$ cat config.mk
export PLATFORM = sky130hd
export DESIGN_NAME = sliding_window_buffer
export DESIGN_NICKNAME = d
export VERILOG_FILES = /design/src/rtl/cnn_pkg.sv /design/src/rtl/line_buffer.sv /design/src/rtl/sliding_window_buffer.sv
export SDC_FILE = /design/constraint.sdc
export NUM_CORES = 1
export LEC_CHECK = 0
export CAP_MARGIN = 5
export CORE_UTILIZATION = 43
export CTS_CLUSTER_SIZE = 20
export DETAILED_ROUTE_END_ITERATION = 6
export PLACE_DENSITY = 0.61
export SYNTH_ARGS = -nofsm -noshare
export SYNTH_HDL_FRONTEND = slang
export SYNTH_HIERARCHICAL = 1
export SYNTH_SLANG_ARGS = --single-unit
$ cat constraint.sdc
create_clock -name clock_i -period 13.05 [get_ports clock_i]
set_input_delay 2.61 -clock clock_i [delete_from_list [all_inputs] [get_ports clock_i]]
set_output_delay 2.61 -clock clock_i [all_outputs]
set_load 0.05 [all_outputs]
$ cat src/rtl/cnn_pkg.sv
// Shared helpers for the CNN layer blocks: output-map sizing and safe counter widths.
package cnn_pkg;

    function automatic int out_dim(input int size, input int k, input int stride);
        return (size - k) / stride + 1;
    endfunction

    // Width of a counter over 0..n-1, never narrower than one bit.
    function automatic int clog2_min1(input int n);
        return (n > 2) ? $clog2(n) : 1;
    endfunction

endpackage

$ cat src/rtl/line_buffer.sv
// Per-column shift register holding the DEPTH most recent rows of the image.
module line_buffer
    import cnn_pkg::*;
#(
    parameter int WIDTH        = 28,
    parameter int DEPTH        = 2,
    parameter int NUM_CHANNELS = 1,
    parameter int VALUE_BITS   = 16
) (
    input  logic                                                clock_i,
    input  logic                                                write_en_i,
    input  logic [clog2_min1(WIDTH)-1:0]                        col_i,
    input  logic [NUM_CHANNELS-1:0][VALUE_BITS-1:0]             pixel_i,
    output logic [DEPTH-1:0][NUM_CHANNELS-1:0][VALUE_BITS-1:0]  column_o
);

    // Row 0 is the oldest stored row; row DEPTH-1 the most recent.
    logic [NUM_CHANNELS-1:0][VALUE_BITS-1:0] mem [WIDTH][DEPTH];

    always_comb begin
        column_o = '0;
        for (int d = 0; d < DEPTH; d++) begin
            column_o[d] = mem[col_i][d];
        end
    end

    always_ff @(posedge clock_i) begin
        if (write_en_i) begin
            for (int d = 0; d < DEPTH - 1; d++) begin
                mem[col_i][d] <= mem[col_i][d + 1];
            end
            mem[col_i][DEPTH - 1] <= pixel_i;
        end
    end

endmodule

$ cat src/rtl/sliding_window_buffer.sv
// Streaming KxK window generator: raster pixels in, strided unpadded windows out
// through a single-entry valid/ready output register.
module sliding_window_buffer
    import cnn_pkg::*;
#(
    parameter int WIDTH        = 28,
    parameter int HEIGHT       = 28,
    parameter int KERNEL_SIZE  = 3,
    parameter int STRIDE       = 1,
    parameter int NUM_CHANNELS = 1,
    parameter int VALUE_BITS   = 16
) (
    input  logic                                      clock_i,
    input  logic                                      reset_i,
    input  logic [NUM_CHANNELS-1:0][VALUE_BITS-1:0]   in_pixel_i,
    input  logic                                      in_valid_i,
    output logic                                      in_ready_o,
    output logic [NUM_CHANNELS-1:0][KERNEL_SIZE-1:0][KERNEL_SIZE-1:0][VALUE_BITS-1:0] out_window_o,
    output logic [clog2_min1(out_dim(HEIGHT, KERNEL_SIZE, STRIDE))-1:0] out_row_o,
    output logic [clog2_min1(out_dim(WIDTH, KERNEL_SIZE, STRIDE))-1:0]  out_col_o,
    output logic                                      out_last_o,
    output logic                                      out_valid_o,
    input  logic                                      out_ready_i
);

    localparam int K     = KERNEL_SIZE;
    localparam int OUT_W = out_dim(WIDTH, K, STRIDE);
    localparam int OUT_H = out_dim(HEIGHT, K, STRIDE);
    localparam int RW    = clog2_min1(OUT_H);
    localparam int CW    = clog2_min1(OUT_W);
    localparam int RB    = clog2_min1(HEIGHT);
    localparam int CB    = clog2_min1(WIDTH);
    localparam int PB    = clog2_min1(STRIDE);
    localparam int LB_D  = (K > 1) ? K - 1 : 1;

    logic [RB-1:0] r;
    logic [CB-1:0] c;
    logic [PB-1:0] rph;
    logic [PB-1:0] cph;
    logic [RW-1:0] orow;
    logic [CW-1:0] ocol;
    logic          accept;
    logic          complete;
    logic          row_end;
    logic          frame_end;

    logic [LB_D-1:0][NUM_CHANNELS-1:0][VALUE_BITS-1:0]             lb_col;
    logic [NUM_CHANNELS-1:0][K-1:0][K-1:0][VALUE_BITS-1:0]         win;
    logic [NUM_CHANNELS-1:0][K-1:0][K-1:0][VALUE_BITS-1:0]         next_win;

    assign in_ready_o = !out_valid_o || out_ready_i;
    assign accept     = in_valid_i && in_ready_o;
    assign row_end    = (int'(c) == WIDTH - 1);
    assign frame_end  = row_end && (int'(r) == HEIGHT - 1);
    assign complete   = accept && (int'(r) >= K - 1) && (int'(c) >= K - 1)
                        && (rph == '0) && (cph == '0);

    generate
        if (K > 1) begin : g_lines
            line_buffer #(
                .WIDTH        (WIDTH),
                .DEPTH        (K - 1),
                .NUM_CHANNELS (NUM_CHANNELS),
                .VALUE_BITS   (VALUE_BITS)
            ) u_line_buffer (
                .clock_i    (clock_i),
                .write_en_i (accept),
                .col_i      (c),
                .pixel_i    (in_pixel_i),
                .column_o   (lb_col)
            );
        end else begin : g_no_lines
            assign lb_col = '0;
        end
    endgenerate

    // New rightmost column: stored rows oldest first, then the incoming pixel.
    always_comb begin
        next_win = '0;
        for (int ch = 0; ch < NUM_CHANNELS; ch++) begin
            for (int ky = 0; ky < K; ky++) begin
                for (int kx = 0; kx < K - 1; kx++) begin
                    next_win[ch][ky][kx] = win[ch][ky][kx + 1];
                end
                next_win[ch][ky][K - 1] = (ky < K - 1) ? lb_col[ky][ch] : in_pixel_i[ch];
            end
        end
    end

    always_ff @(posedge clock_i) begin
        if (accept) begin
            win <= next_win;
        end
    end

    // Position and stride-phase counters track the next pixel to accept.
    always_ff @(posedge clock_i or negedge reset_i) begin
        if (!reset_i) begin
            r   <= '0;
            c   <= '0;
            rph <= '0;
            cph <= '0;
        end else if (accept) begin
            if (row_end) begin
                c   <= '0;
                cph <= '0;
                if (frame_end) begin
                    r   <= '0;
                    rph <= '0;
                end else begin
                    r   <= r + 1'b1;
                    rph <= (int'(r) < K - 1 || int'(rph) == STRIDE - 1) ? '0 : rph + 1'b1;
                end
            end else begin
                c   <= c + 1'b1;
                cph <= (int'(c) < K - 1 || int'(cph) == STRIDE - 1) ? '0 : cph + 1'b1;
            end
        end
    end

    always_ff @(posedge clock_i or negedge reset_i) begin
        if (!reset_i) begin
            orow         <= '0;
            ocol         <= '0;
            out_valid_o  <= 1'b0;
            out_last_o   <= 1'b0;
            out_row_o    <= '0;
            out_col_o    <= '0;
            out_window_o <= '0;
        end else if (complete) begin
            out_valid_o  <= 1'b1;
            out_window_o <= next_win;
            out_row_o    <= orow;
            out_col_o    <= ocol;
            out_last_o   <= (int'(orow) == OUT_H - 1) && (int'(ocol) == OUT_W - 1);
            if (int'(ocol) == OUT_W - 1) begin
                ocol <= '0;
                orow <= (int'(orow) == OUT_H - 1) ? '0 : orow + 1'b1;
            end else begin
                ocol <= ocol + 1'b1;
            end
        end else if (out_ready_i) begin
            out_valid_o <= 1'b0;
        end
    end

endmodule
# Word level (Yosys, flattened, before mapping)
# Memory sizes are Yosys's and may differ from the RTL's.
# Index checks and enable logic that the tools add are counted.
dict set report totals {
  elab_cells 70
  output_inout_bits 157
  inputBits 20
  regBits 274
  mem_bits_rw 896
  n_memories 1
}
# name words width read_ports rd_clocked_by_memory_dff write_ports line_no
set mem_list {}
lappend mem_list {g_lines.u_line_buffer.mem 28 32 1 0 1 line_buffer.sv:18} ;# logic [NUM_CHANNELS-1:0][VALUE_BITS-1:0] mem [WIDTH][DEPTH];
dict set report op_classes {
  muxes 12
  bitwise_logic 4
  magnitude_cmp 4
  add_sub_neg 6
  n_reduce_logical 14
  eq_ne 4
}
# op n
set ops {}
lappend ops {{adder 5 x 1 -> 5 bit, second input constant} 4}
lappend ops {{== test 5 x 4 -> 1 bit, second input constant} 4}
lappend ops {{2-to-1 mux 5 bit} 4}
lappend ops {{greater-or-equal comparator 5 x 2 -> 1 bit, second input constant} 2}
lappend ops {{less-than comparator 5 x 2 -> 1 bit, second input constant} 2}
lappend ops {{2-to-1 mux 1 bit} 8}
lappend ops {{logical AND 1 bit} 7}
lappend ops {{inverter 1 bit} 4}
lappend ops {{AND reduction 2 bit} 2}
lappend ops {{logical OR 1 bit} 3}
lappend ops {{adder 1 bit, second input constant} 2}
lappend ops {{nonzero test 2 bit} 1}
lappend ops {{logical NOT 1 bit} 1}

# Logic depth before layout (Yosys ltp)
dict set report depth {
  ltp_word 8
  mapped_depth 9
  mapped_depth_nobuf 6
}

# Modules after synthesis
# The synthesis kept the hierarchy.
# mod n_inst cells_each seq_area_each_um2 area_each_um2
set by_module_without_submodules {}
lappend by_module_without_submodules {line_buffer 1 1682 26905.8 34398.0}
lappend by_module_without_submodules {sliding_window_buffer 1 556 7337.0 10691.5}

# Worst setup path before layout
# OpenSTA, ideal clock, no wires.
dict set report synth_timing {
  path_type {input to register}
  startpoint {input port out_ready_i}
  endpoint {memory g_lines.u_line_buffer/mem[1][0] (netlist name) (enable)}
  path_buffers 0
  arrival_ps 8194
  path_stages 6
  setup_slack_ps 4395
  setup_time_ps 461
  t_required_ps 12589
  path_cell_list {nor2b_1 -> inv_1 -> nand2_1 -> inv_1 -> nand3b_1 -> nor3_1}
}
dict set report synth_via {
  elab_chain_len 4
}
# item line_no
set synth_rtl {}
lappend synth_rtl {{start: declaration} sliding_window_buffer.sv:23} ;# input logic out_ready_i
lappend synth_rtl {{logical OR 1 bit} sliding_window_buffer.sv:51} ;# assign in_ready_o = !out_valid_o || out_ready_i;
lappend synth_rtl {{named net in_ready_o} sliding_window_buffer.sv:17} ;# output logic in_ready_o,
lappend synth_rtl {{logical AND 1 bit} sliding_window_buffer.sv:52} ;# assign accept = in_valid_i && in_ready_o;
lappend synth_rtl {{named net accept} sliding_window_buffer.sv:42} ;# logic accept;
lappend synth_rtl {{2-to-1 mux 1 bit} line_buffer.sv:28} ;# if (write_en_i) begin
lappend synth_rtl {{2-to-1 mux 1 bit (not written as such)} line_buffer.sv:32} ;# mem[col_i][DEPTH - 1] <= pixel_i;
lappend synth_rtl {{end: declaration} line_buffer.sv:18}
# The timed path passes the listed nets, and every way through them passes these cells.

# Worst setup path after layout
dict set report layout_timing {
  startpoint {input port out_ready_i}
  endpoint {output port in_ready_o}
}
dict set report layout_via {
  elab_chain_len 1
}
# item line_no
set layout_rtl {}
lappend layout_rtl {{logical OR 1 bit} sliding_window_buffer.sv:51}
lappend layout_rtl {{end: declaration} sliding_window_buffer.sv:17}
# No other way between the ends.

==> results.sh <==
export IMPL_run_status="finished clean"
export IMPL_seqCellArea_um2=34250
export IMPL_synth_top_family_by_area="multiplexers"
export IMPL_rows=118
export IMPL_multi_input_area_um2=10150
export IMPL_first_global_vias=21990
export IMPL_setup_violations_final=0
export IMPL_drtAntennaViolNets=0
export IMPL_grt_use_met3_pct=2.509
export IMPL_drive_gt1_share_pct=21.67
export IMPL_synth_compound_area_share_pct=3.130
export IMPL_cts_tree="built"
export IMPL_drv_slew=0
export IMPL_reg2reg_slack_ps=8660
export IMPL_tightestPinTransition_ps=1309
export IMPL_io_buffers=176
export IMPL_hold_path_depth=0
export IMPL_ys_flop_type="edfxtp_1"
export IMPL_hpwl_mm=59.93
export IMPL_required_ps=10440
export IMPL_worst_setup_path_end_kind="output port"
export IMPL_synthSimpleGateAreaFrac_pct=2.309
export IMPL_synthCells=2238
export IMPL_drc=0
export IMPL_rsz0062_at_grt="no"
export IMPL_cap_violations=0
export IMPL_synth_seq_cells=1170
export IMPL_finalNonFillerCells=3955
export IMPL_r2r_start="c[1]"
export IMPL_synth_cell_types=60
export IMPL_synth_adder_area_share_pct=0.2220
export IMPL_met1_usage_pct=26.39
export IMPL_mappedNetlistArea_um2=45090
export IMPL_grt_max_degree=154
export IMPL_whs_ps=446.4
export IMPL_via_count=21610
export IMPL_cp_top_family="buffers and inverters"
export IMPL_grt_ovfl_total=0
export IMPL_synth_area_mux_share_pct=16.40
export IMPL_total_power_mw=12.24
export IMPL_yosysSeqAreaShare_pct=75.94
export IMPL_clk_path_buf_depth=3
export IMPL_worstPathArrival_ps=4170
export IMPL_dr_first_iter_drc_count=1846
export IMPL_viasPerCell=5.463
export IMPL_rr_endpoint="out_window_o[88]"
export IMPL_mostFrequentLayoutCells="edfxtp_1 (992), mux2i_1 (271), dfrtp_1 (175)"
export IMPL_fillers=8186
export IMPL_crit_type="input pin to output port"
export IMPL_crit_path_frequent_cell="clkdlybuf4s50_1"
export IMPL_clock_fmax_mhz=147.5
export IMPL_synthXorXnorAreaFrac_pct=0
export IMPL_dp_cells=3746
export IMPL_skew_ps=25.70
export IMPL_start_util_pct=43.44
export IMPL_reg2reg_depth=6
export IMPL_diodes=0
export IMPL_cts_htree_levels=3
export IMPL_drt_wl_total_mm=99.74
export IMPL_cellPowerDensity_nw_per_um2=235.0
export IMPL_slowest_delay_ps=850
export IMPL_fp_dieH_um=325.8
export IMPL_min_to="next_win[53]"
export IMPL_io_pins=177
export IMPL_critPathMaxFanout=7
export IMPL_period_minus_slack_ps=6778
export IMPL_leakage_nw=18.07
export IMPL_worstPathCellList="clkdlybuf4s50_1 > nor2b_1 > inv_1 > clkdlybuf4s50_1"
export IMPL_final_common_cell="edfxtp_1"
export IMPL_hold_path_class="flop to flop"
export IMPL_die_w_um=325.8
export IMPL_ys_warn_count=6
export IMPL_clock_latency_ps=690
export IMPL_worst_path_buf_inv=3
export IMPL_cts_buffers=111
export IMPL_synthArstFlopShare_pct=15.21
export IMPL_antenna_found_initial=1
export IMPL_vdd_drop_max_mv=0.1890
export IMPL_area_growth_pct=15.51
export IMPL_final_nets=2507
export IMPL_first_pass_iters=5
export IMPL_wl_per_cell_um=25.22
export IMPL_clock_sinks=1170
export IMPL_use_met2_pct=30.69
export IMPL_finalHoldViolCount=0
export IMPL_period_share_pct=51.94
export IMPL_startpoint_type="input pin"
export IMPL_clockRootBuffer="clkbuf_16"
export IMPL_die_area_um2=106200
export IMPL_postCtsHoldBufs=0
export IMPL_synth_edf_count=992
export IMPL_top_usage_layer="met2"
export IMPL_gp_congestion=0.8070
export IMPL_grt_pass1_wl_mm=147.5
export IMPL_clk_pin_slew_ps=60
export IMPL_setup_tns_ps=0
export IMPL_syn_num_nets=2266
export IMPL_core_um2=103800
export IMPL_cts_resized=0
export IMPL_slew_limit_headroom_pct=12.19
export IMPL_slowest_stage="clkdlybuf4s50_1"
export IMPL_worstHoldStart="next_win[69]"
export IMPL_postCtsSetupRepairBufs=0
export IMPL_gr_usage_all_layers_pct=18.74
export IMPL_syn_avg_cell_area_um2=20.15
[synth_stat cells (27+ instances only)]
| cell | n | area share, % |
|---|---|---|
| o22ai_1 | 61 | 0.85 |
| edfxtp_1 | 992 | 66 |
| mux4_2 | 103 | 5.1 |
| dfrtp_1 | 178 | 9.9 |
| a211oi_1 | 27 | 0.45 |
| o211ai_1 | 32 | 0.53 |
| a21oi_1 | 31 | 0.34 |
| nand3_1 | 38 | 0.42 |
| mux2i_1 | 271 | 6.0 |
| nor2_1 | 31 | 0.26 |
| buf_2 | 60 | 0.67 |
| mux2_4 | 140 | 4.7 |
| a22oi_1 | 32 | 0.53 |
| nand2_1 | 43 | 0.36 |
[registers in the layout, indices dropped and copies added (netlist names)]
| signal | flops |
|---|---|
| out_row_o | 5 |
| orow | 5 |
| c | 5 |
| cph | 1 |
| out_last_o | 1 |
| r | 5 |
| ocol | 5 |
| g_lines.u_line_buffer/mem | 896 |
| out_col_o | 5 |
| next_win | 96 |
| out_window_o | 144 |
| rph | 1 |
| out_valid_o | 1 |
[where the power goes]
group          leakage, nW  internal, mW  total (mW)  switching (mW)
combinational         4.80          1.23        3.78            2.55
sequential            11.5          5.06        5.28           0.214
clock                 1.79          1.82        3.19            1.36
total                 18.1          8.11        12.2            4.13
[metrics by stage]
step / worst slack, ps / cell area (um2) / util, %
2_1_floorplan: 4395 / 45090 / -
3_3_place_gp: 6228 / 48440 / 46.67
3_5_place_dp: 6267 / 48440 / 46.67
4_1_cts: 6265 / 52080 / 50.18
5_1_grt: 6205 / 52080 / 50.18
6_report: 6272 / 52080 / 50.18
[worst max path at each step]
stage | end | slack [ps] | from | cells past startpoint
global placement | in_ready_o | 6230 | out_ready_i | 4
finish | in_ready_o | 6270 | out_ready_i | 4
global route | in_ready_o | 6210 | out_ready_i | 4
detailed placement | in_ready_o | 6270 | out_ready_i | 4
floorplan | g_lines.u_line_buffer/mem[1][0] | 4400 | out_ready_i | 6
CTS | in_ready_o | 6260 | out_ready_i | 4
[per-layer routing]
| metal | part of all wire (%) | up-vias |
|---|---|---|
| li1 | - | 9501 |
| met1 | 44 | 11330 |
| met2 | 49 | 676 |
| met3 | 5.7 | 105 |
| met4 | 2.0 | 0 |
| met5 | 0 | - |
[area by class of cell]
cell class,instances,share of cell area (%)
inverters,9,0.06967
clock buffers,150,5.924
repair buffers,244,4.365
flip-flops and latches,1170,65.76
well taps,1380,3.315
clock inverters,59,1.076
multi-input cells,943,19.49
[kinds of logic after synthesis]
family | after synthesis
multiplexers | 537
flip-flops | 1170
adder cells (fa/ha/maj) | 8
AO/OA/AOI/OAI | 210
buffers and inverters | 125
AND/OR/NAND/NOR | 188
(Power assumes the default switching activity.)
